$ cat src/rtl/frontpanel_spi_device.sv
// Front-panel SPI device (mode 0, MSB first). The SCK, CS_N and MOSI pins are
// resynchronised into clk. Edges are found on the synchronised copies. A
// one-byte holding buffer feeds the transmit shifter.
module frontpanel_spi_device #(
  parameter int SYNC_STAGES = 2
) (
  input  logic       clk,
  input  logic       rst_n,
  input  logic       spi_sck,
  input  logic       spi_cs_n,
  input  logic       spi_mosi,
  output logic       spi_miso,
  output logic       rx_valid,
  output logic [7:0] rx_data,
  output logic       rx_start,
  output logic       rx_end,
  input  logic       tx_valid,
  input  logic [7:0] tx_data,
  output logic       tx_ready,
  output logic       tx_underrun
);

  typedef enum logic {IDLE, ACTIVE} state_t;

  state_t r_state;
  state_t w_state_next;

  logic [SYNC_STAGES-1:0] r_sck_sync, r_cs_sync, r_mosi_sync;
  logic                   r_sck_d, r_cs_d;
  logic [SYNC_STAGES:0]   r_flush;
  logic                   r_armed;

  logic [2:0] r_bit_cnt;
  logic       r_first_edge;
  logic [6:0] r_rx_sr;
  logic [7:0] r_tx_sr;
  logic [7:0] r_buf;
  logic       r_buf_full;
  logic       r_miso, r_rx_valid, r_rx_start, r_rx_end, r_underrun;
  logic [7:0] r_rx_data;

  logic       w_sck, w_cs, w_mosi;
  logic       w_sck_rise, w_sck_fall, w_cs_fall, w_cs_rise;
  logic       w_start, w_end, w_rx_shift, w_tx_fall, w_load, w_tx_shift, w_accept;
  logic [7:0] w_tx_next;

  assign w_sck  = r_sck_sync[SYNC_STAGES-1];
  assign w_cs   = r_cs_sync[SYNC_STAGES-1];
  assign w_mosi = r_mosi_sync[SYNC_STAGES-1];

  assign w_sck_rise = w_sck & ~r_sck_d;
  assign w_sck_fall = ~w_sck & r_sck_d;
  // A CS fall only counts once a real (post-reset) CS high has been seen, so a
  // reset that lands mid-frame cannot fake a new frame start.
  assign w_cs_fall  = r_armed & ~w_cs & r_cs_d;
  assign w_cs_rise  = w_cs & ~r_cs_d;

  assign w_accept = tx_valid & ~r_buf_full;

  // Synchroniser chains, edge-detect delay flops and post-reset CS arming.
  // r_flush marks when the chains hold real pin samples, not reset values.
  always_ff @(posedge clk or negedge rst_n) begin
    if (!rst_n) begin
      r_sck_sync  <= '0;
      r_cs_sync   <= '1;
      r_mosi_sync <= '0;
      r_sck_d     <= 1'b0;
      r_cs_d      <= 1'b1;
      r_flush     <= '0;
      r_armed     <= 1'b0;
    end else begin
      r_sck_sync  <= (r_sck_sync << 1)  | SYNC_STAGES'(spi_sck);
      r_cs_sync   <= (r_cs_sync << 1)   | SYNC_STAGES'(spi_cs_n);
      r_mosi_sync <= (r_mosi_sync << 1) | SYNC_STAGES'(spi_mosi);
      r_sck_d     <= w_sck;
      r_cs_d      <= w_cs;
      r_flush     <= {r_flush[SYNC_STAGES-1:0], 1'b1};
      r_armed     <= r_armed | (r_flush[SYNC_STAGES] & w_cs);
    end
  end

  // Frame state register.
  always_ff @(posedge clk or negedge rst_n) begin
    if (!rst_n) r_state <= IDLE;
    else        r_state <= w_state_next;
  end

  // Next state and per-cycle frame events. SCK is ignored in IDLE and in the
  // cycle where CS deasserts.
  always_comb begin
    w_state_next = r_state;
    w_start      = 1'b0;
    w_end        = 1'b0;
    w_rx_shift   = 1'b0;
    w_tx_fall    = 1'b0;
    case (r_state)
      IDLE: begin
        if (w_cs_fall) begin
          w_state_next = ACTIVE;
          w_start      = 1'b1;
        end
      end
      ACTIVE: begin
        if (w_cs_rise) begin
          w_state_next = IDLE;
          w_end        = 1'b1;
        end else begin
          w_rx_shift = w_sck_rise;
          w_tx_fall  = w_sck_fall & ~r_first_edge;
        end
      end
      default: w_state_next = IDLE;
    endcase
  end

  assign w_load     = w_start | (w_tx_fall & (r_bit_cnt == 3'd0));
  assign w_tx_shift = w_tx_fall & (r_bit_cnt != 3'd0);

  // Next transmit shifter value. A load takes the buffer, or zero if it is empty.
  always_comb begin
    w_tx_next = r_tx_sr;
    if (w_load)          w_tx_next = r_buf_full ? r_buf : 8'h00;
    else if (w_tx_shift) w_tx_next = {r_tx_sr[6:0], 1'b0};
  end

  // Receive/transmit datapath, holding buffer and output strobes.
  always_ff @(posedge clk or negedge rst_n) begin
    if (!rst_n) begin
      r_bit_cnt    <= 3'd0;
      r_first_edge <= 1'b0;
      r_rx_sr      <= 7'd0;
      r_tx_sr      <= 8'h00;
      r_buf        <= 8'h00;
      r_buf_full   <= 1'b0;
      r_miso       <= 1'b0;
      r_rx_valid   <= 1'b0;
      r_rx_data    <= 8'h00;
      r_rx_start   <= 1'b0;
      r_rx_end     <= 1'b0;
      r_underrun   <= 1'b0;
    end else begin
      r_rx_start <= w_start;
      r_rx_end   <= w_end;
      r_rx_valid <= 1'b0;
      r_underrun <= w_load & ~r_buf_full;
      r_tx_sr    <= w_tx_next;
      r_miso     <= (w_state_next == ACTIVE) & w_tx_next[7];
      // A load empties the buffer; an accept in the same cycle refills it.
      r_buf_full <= (r_buf_full & ~w_load) | w_accept;
      if (w_accept) r_buf <= tx_data;
      if (w_start) begin
        r_bit_cnt    <= 3'd0;
        r_first_edge <= 1'b1;
      end
      if (w_rx_shift) begin
        r_rx_sr      <= {r_rx_sr[5:0], w_mosi};
        r_bit_cnt    <= r_bit_cnt + 3'd1;
        r_first_edge <= 1'b0;
        if (r_bit_cnt == 3'd7) begin
          r_rx_data  <= {r_rx_sr, w_mosi};
          r_rx_valid <= 1'b1;
        end
      end
    end
  end

  assign spi_miso    = r_miso;
  assign rx_valid    = r_rx_valid;
  assign rx_data     = r_rx_data;
  assign rx_start    = r_rx_start;
  assign rx_end      = r_rx_end;
  assign tx_ready    = ~r_buf_full;
  assign tx_underrun = r_underrun;

endmodule

$ cat config.mk
export PLATFORM = sky130hd
export DESIGN_NAME = frontpanel_spi_device
export DESIGN_NICKNAME = d
export VERILOG_FILES = /design/src/rtl/frontpanel_spi_device.sv
export SDC_FILE = /design/constraint.sdc
export NUM_CORES = 1
export LEC_CHECK = 0
export BUFFER_PORTS_ARGS = -buffer_cell sky130_fd_sc_hd__buf_2
export CORE_MARGIN = 3
export CORE_UTILIZATION = 47
export CTS_CLUSTER_DIAMETER = 120
export CTS_CLUSTER_SIZE = 10
export DETAILED_ROUTE_END_ITERATION = 8
export MAX_ROUTING_LAYER = met4
export PLACE_DENSITY = 0.67
export SYNTH_ARGS = -nofsm -noshare
export SYNTH_HDL_FRONTEND = slang
export SYNTH_SLANG_ARGS = --single-unit
$ cat constraint.sdc
create_clock -name clk -period 2.18 [get_ports clk]
set_clock_uncertainty 0.1 [all_clocks]
set_input_delay 0.218 -clock clk [delete_from_list [all_inputs] [get_ports clk]]
set_output_delay 0.218 -clock clk [all_outputs]
set_load 0.005 [all_outputs]
# Word-level counts from Yosys, hierarchy flattened
# Cells that the tools add are included.
# W data, S select, Z words.
[word_totals] register_bits=54 word_cells=74
[classes] bitwise=27 n_addsub=1 n_eq_ne=1 n_reduce_logical=5 n_mux=19
[op_table] op="$mux W8" count=3
[op_table] op="$and A1 B1 Y1" count=13
[op_table] op="$mux W1" count=13
[op_table] op="$not A1 Y1" count=8
[op_table] op="$mux W3" count=2
[op_table] op="$or A2 B1 Y2" count=3
[op_table] op="$reduce_bool A2 Y1" count=2
[op_table] op="$add A3 B1 Y3 const B" count=1
[op_table] op="$eq A3 B3 Y1 const B" count=1
[op_table] op="$logic_not A3 Y1" count=1
[op_table] op="$or A1 B1 Y1" count=3
[op_table] op="$reduce_bool A3 Y1" count=1
[op_table] op="$pmux W1 S2" count=1
[op_table] op="$reduce_and A2 Y1" count=1

# Longest topological paths before layout
[logic_depth] ltp_word=10 mapped_depth=6 ltp_nobuf=6

# Least setup slack after synthesis
# No wires, ideal clock.
[synth_timing] path_kind="register to register" startpoint="register r_cs_sync[1]" endpoint="register r_rx_data[0], in the netlist rx_data[0]" stages_incl_launch_ff=5 setup_slack_ns=0.611 t_arrival_ns=1.345 period_less_slack_ns=1.569 required_ns=1.955 path_buffers=0 path_cell_list="dfstp_2 -> nand2b_4 -> and4b_2 -> nand2_4 -> mux2_2"
[synth_via] elab_chain_cells=4
[synth_rtl] item="from (decl)" line_no="28" text="logic [SYNC_STAGES-1:0] r_sck_sync, r_cs_sync, r_mosi_sync;"
[synth_rtl] item="from (signal assigned)" line_no="73" text="r_cs_sync <= (r_cs_sync << 1) | SYNC_STAGES'(spi_cs_n);"
[synth_rtl] item="$and A1 B1 Y1" line_no="56" text="assign w_cs_rise = w_cs & ~r_cs_d;"
[synth_rtl] item="$mux W1" line_no="104" text="if (w_cs_rise) begin"
[synth_rtl] item="$mux W1" line_no="96" text="case (r_state)"
[synth_rtl] item="$reduce_and A2 Y1 (no line)"
[synth_rtl] item="to (signal assigned)" line_no="160" text="r_rx_data <= {r_rx_sr, w_mosi};"
[synth_rtl] item="to (decl)" line_no="40" text="logic [7:0] r_rx_data;"
# No other way between the ends.
# A chain may end at the register's enable or synchronous reset.

# Worst setup path in the final report
[layout_timing] startpoint="register r_sck_sync[1]" endpoint="register r_buf_full"
[layout_via] elab_chain_cells=10
[layout_rtl] item="from (decl)" line_no="28"
[layout_rtl] item="from (signal assigned)" line_no="72" text="r_sck_sync <= (r_sck_sync << 1) | SYNC_STAGES'(spi_sck);"
[layout_rtl] item="$not A1 Y1" line_no="52" text="assign w_sck_fall = ~w_sck & r_sck_d;"
[layout_rtl] item="$and A1 B1 Y1" line_no="52"
[layout_rtl] item="$and A1 B1 Y1" line_no="109" text="w_tx_fall = w_sck_fall & ~r_first_edge;"
[layout_rtl] item="$mux W1" line_no="104"
[layout_rtl] item="$mux W1" line_no="96"
[layout_rtl] item="$and A1 B1 Y1" line_no="116" text="assign w_load = w_start | (w_tx_fall & (r_bit_cnt == 3'd0));"
[layout_rtl] item="$or A1 B1 Y1" line_no="116"
[layout_rtl] item="$not A1 Y1" line_no="149" text="r_buf_full <= (r_buf_full & ~w_load) | w_accept;"
[layout_rtl] item="$and A1 B1 Y1" line_no="149"
[layout_rtl] item="$or A1 B1 Y1" line_no="149"
[layout_rtl] item="to (signal assigned)" line_no="149"
[layout_rtl] item="to (decl)" line_no="38" text="logic r_buf_full;"
# No other way between the ends.

==> results by group <==
Drt
  – Number of optimization iterations in the first detailed-route pass: 4
  – Antenna Violating Nets Remaining: 0
  – Total vias in the final route: 1306
  – Average detailed-routed wire length per instance: 13.6 um
  – Vias per inst: 5.10
  – DRC violations left: 0
  – Count of routing violations after the opening detailed-route iteration: 85
  – Wirelength, routed: 3490 um

Pwr
  – Power after layout: 0.00255 W
  – Maximum vdd drop: 0.490 mV
  – Leakage: 1.28 nW
  – Pwr dens: 1030 nW/um^2

STA
  – Setup TNS: 0 ns
  – Final-report hold violation count: 0
  – Unrepaired setup endpoints after global routing: false
  – Final critical-path required period: 1.71 ns
  – Setup-violating endpoint count in the final report: 0
  – Max Transition Viols Final: 0
  – Final period utilization: 0.786
  – Worst-Margin Slew: 0.613 ns
  – Worst slew margin relative to its limit: 0.591
  – Highest clock rate: 0.583 GHz

Layout
  – Area of the multi-input gates: 722 um^2
  – Final-stage net count: 222
  – Final non-filler cell total: 256
  – Proportion of layout cells with a drive suffix above 1: 0.316
  – Layout Area Growth over Synthesis: 16.5%
  – Count of inserted antenna diode cells: 0
  – FF/Latch Area: 1360 um^2
  – Count of fill cells added during filler insertion: 357

Clock network
  – Maximum clock insertion buffer count: 2
  – TritonCTS Buffers: 5
  – Library cell used as clock root buffer: sky130_fd_sc_hd__clkbuf_8
  – Number of levels in the clock H-tree: 2
  – Clock slew at the register clock pins of the worst setup and hold paths: 0.09 ns
  – Clock sink count: 54
  – Clk_lat worst skew: 0.30 ns
  – Cells resized by post-CTS repair: 0
  – Number of setup buffers added after CTS: 0
  – TritonCTS clock tree: built

Worst setup path
  – Maximum cell stage delay along the critical path: 0.46 ns
  – Signal arrival time at the worst endpoint: 1.80 ns
  – Critical setup path kind: flip-flop to flip-flop
  – WP data required: 2.27 ns
  – Crit Reg-Reg Endpoint: r_buf_full
  – Startpoint type of the worst setup path: flip-flop
  – WP buf/inv: 0
  – Reg2reg setup slack: 0.47 ns
  – Critical register-to-register path startpoint: r_sck_sync[1]
  – Max FO, Critical Path: 4
  – Element type at the critical path end: flip-flop
  – Family with the most delay on the worst path: simple AND/OR/NAND/NOR gates
  – Cell Chain, Critical Path: nor3b_1 > nand3_1 > o311ai_0 > nand2b_1
  – R2r worst-path depth: 4
  – Cell with the largest stage delay on the worst path: sky130_fd_sc_hd__nor3b_1

Die
  – I/O Pins: 28
  – Rows: 23
  – Area enclosed by the die boundary: 5380 um^2
  – Initial cell density of the core: 0.511
  – X dimension of the die: 73.3 um
  – Die H: 73.3 um
  – Placeable core region: 4170 um^2

Placed design
  – Count of placed standard cells including taps: 244
  – HPWL after DPL: 2530 um
  – Weighted congestion at the end of routability-driven global placement: 0.819
  – PortBufs: 27

Min path
  – End of the worst hold path: r_buf[3]
  – Worst min path class: input port to flip-flop
  – Worst hold path cell count: 2
  – Worst hold start: tx_data[3]

Synthesis
  – Most area-consuming cells after synthesis: sky130_fd_sc_hd__dfrtp_1, sky130_fd_sc_hd__mux2_2, sky130_fd_sc_hd__nand2_1, sky130_fd_sc_hd__dfstp_2, sky130_fd_sc_hd__mux2i_1
  – #FFs+latches synth: 54
  – Portion of synthesized cell area occupied by the leading cell type: 0.599
  – Post-Syn Area per Cell: 12.8 um^2
  – Synthesized instance count: 167
  – Ranking of synthesized cells by instance count: sky130_fd_sc_hd__dfrtp_1, sky130_fd_sc_hd__nand2_1, sky130_fd_sc_hd__mux2_2
  – Cell type with the largest total area after synthesis: sky130_fd_sc_hd__dfrtp_1
  – Primary flip-flop cell chosen by synthesis mapping: sky130_fd_sc_hd__dfrtp_1
  – Top-count cell post-synth: sky130_fd_sc_hd__dfrtp_1
  – Combined area of all synthesized cells: 2130 um^2
  – Sequential-to-total area share from yosys stat: 0.636
  – Net count after synthesis: 184
  – Number of flops mapped to enable cells by yosys: 0
  – Async set-or-reset flop fraction in the synthesized netlist: 1.00
  – Number of warning messages in the yosys log: 0
  – Number of library cell types mapped by synthesis: 33

Global route
  – Number of antenna violations at the first check in global routing: 0
  – Total routing usage reported by global routing: 0.152
  – Overall overflow remaining after global route: 0
  – Largest net degree at the start of global routing: 30
  – Global-route wire length before repair: 5960 um
  – Number of global-route vias before repair: 1311

Status
  – Result of the run: complete, no violations

Flow run
  – Max-capacitance violation count: 0
==> stage by stage <==
stage / worst slack, ns / cell area, um^2 / hold WS (ns) / util
6_report: 0.466 / 2480 / 0.0423 / 0.595
5_1_grt: 0.325 / 2480 / 0.0286 / 0.595
2_1_floorplan: 0.611 / 2130 / -0.178 / -
3_3_place_gp: 0.513 / 2350 / 0.156 / 0.563
4_1_cts: 0.469 / 2480 / 0.0261 / 0.595
3_5_place_dp: 0.481 / 2350 / 0.173 / 0.563
==> power by group <==
group	switching (W)	leakage, nW	internal (W)
logic	0.000283	0.556	0.000312
clock network	0.000310	0.0472	0.000256
registers	0.000159	0.679	0.00124
==> state kept, by name (all words and copies together) (netlist names), 2 cells and up <==
register / count
r_buf: 8
r_tx_sr: 8
rx_data: 8
r_rx_sr: 7
r_bit_cnt: 3
r_flush: 3
r_cs_sync: 2
r_mosi_sync: 2
r_sck_sync: 2
==> cell families after synthesis <==
family,Yosys count,share of synthesized area
flip-flops,54,0.636
AO/OA/AOI/OAI,19,0.0640
AND/OR/NAND/NOR,55,0.138
adder cells (fa/ha/maj),3,0.0176
other,1,0.00176
multiplexers,23,0.117
buffers and inverters,12,0.0252
==> metal layers <==
metal | routed length [um] | up-vias | global-route usage
met2 | 1750 | 30 | 0.241
met3 | 163 | 7 | 0.0369
met5 | 0 | - | -
li1 | - | 631 | -
met1 | 1530 | 638 | 0.186
met4 | 54 | 0 | 0.0664
==> how the worst max path moves through the flow <==
stage / slack (ns) / end / cells past startpoint / start
2_1_floorplan: 0.61 / rx_data[0] / 4 / r_cs_sync[1]
3_3_place_gp: 0.51 / r_buf_full / 4 / r_sck_sync[1]
3_5_place_dp: 0.48 / r_buf_full / 4 / r_sck_sync[1]
4_1_cts: 0.47 / r_buf_full / 4 / r_sck_sync[1]
5_1_grt: 0.33 / r_buf_full / 4 / r_sck_sync[1]
6_report: 0.47 / r_buf_full / 4 / r_sck_sync[1]
==> layout make-up <==
class                      instances  area share
sequential                        54       0.546
multi-input combinational        101       0.291
timing repair buffer              35      0.0877
clock buffer                       6      0.0333
tap                               50      0.0252
inverter                           8      0.0121
clock inverter                     2     0.00504
==> timing repair <==
action	CTS	global route
hold buffers	4	0
setup endpoints to repair	0	0
endpoints found under the hold margin	28	0
==> cells in the final DEF, fill, tap and decap left out, types with 2 or more instances in the layout <==
cell type,instances
sky130_fd_sc_hd__dfstp_2,3
sky130_fd_sc_hd__buf_2,27
sky130_fd_sc_hd__clkbuf_8,6
sky130_fd_sc_hd__nor3b_1,2
sky130_fd_sc_hd__nand3_1,3
sky130_fd_sc_hd__buf_4,3
sky130_fd_sc_hd__and2_1,6
sky130_fd_sc_hd__mux2_2,16
sky130_fd_sc_hd__ha_1,3
sky130_fd_sc_hd__mux2i_1,7
sky130_fd_sc_hd__dfrtp_1,51
sky130_fd_sc_hd__dlygate4sd3_1,4
sky130_fd_sc_hd__nor2b_1,2
sky130_fd_sc_hd__o21ai_1,2
sky130_fd_sc_hd__nand2_1,32
sky130_fd_sc_hd__o21ai_0,9
sky130_fd_sc_hd__nor2_1,4
sky130_fd_sc_hd__inv_1,7
Power figures use the tool's default switching activity.
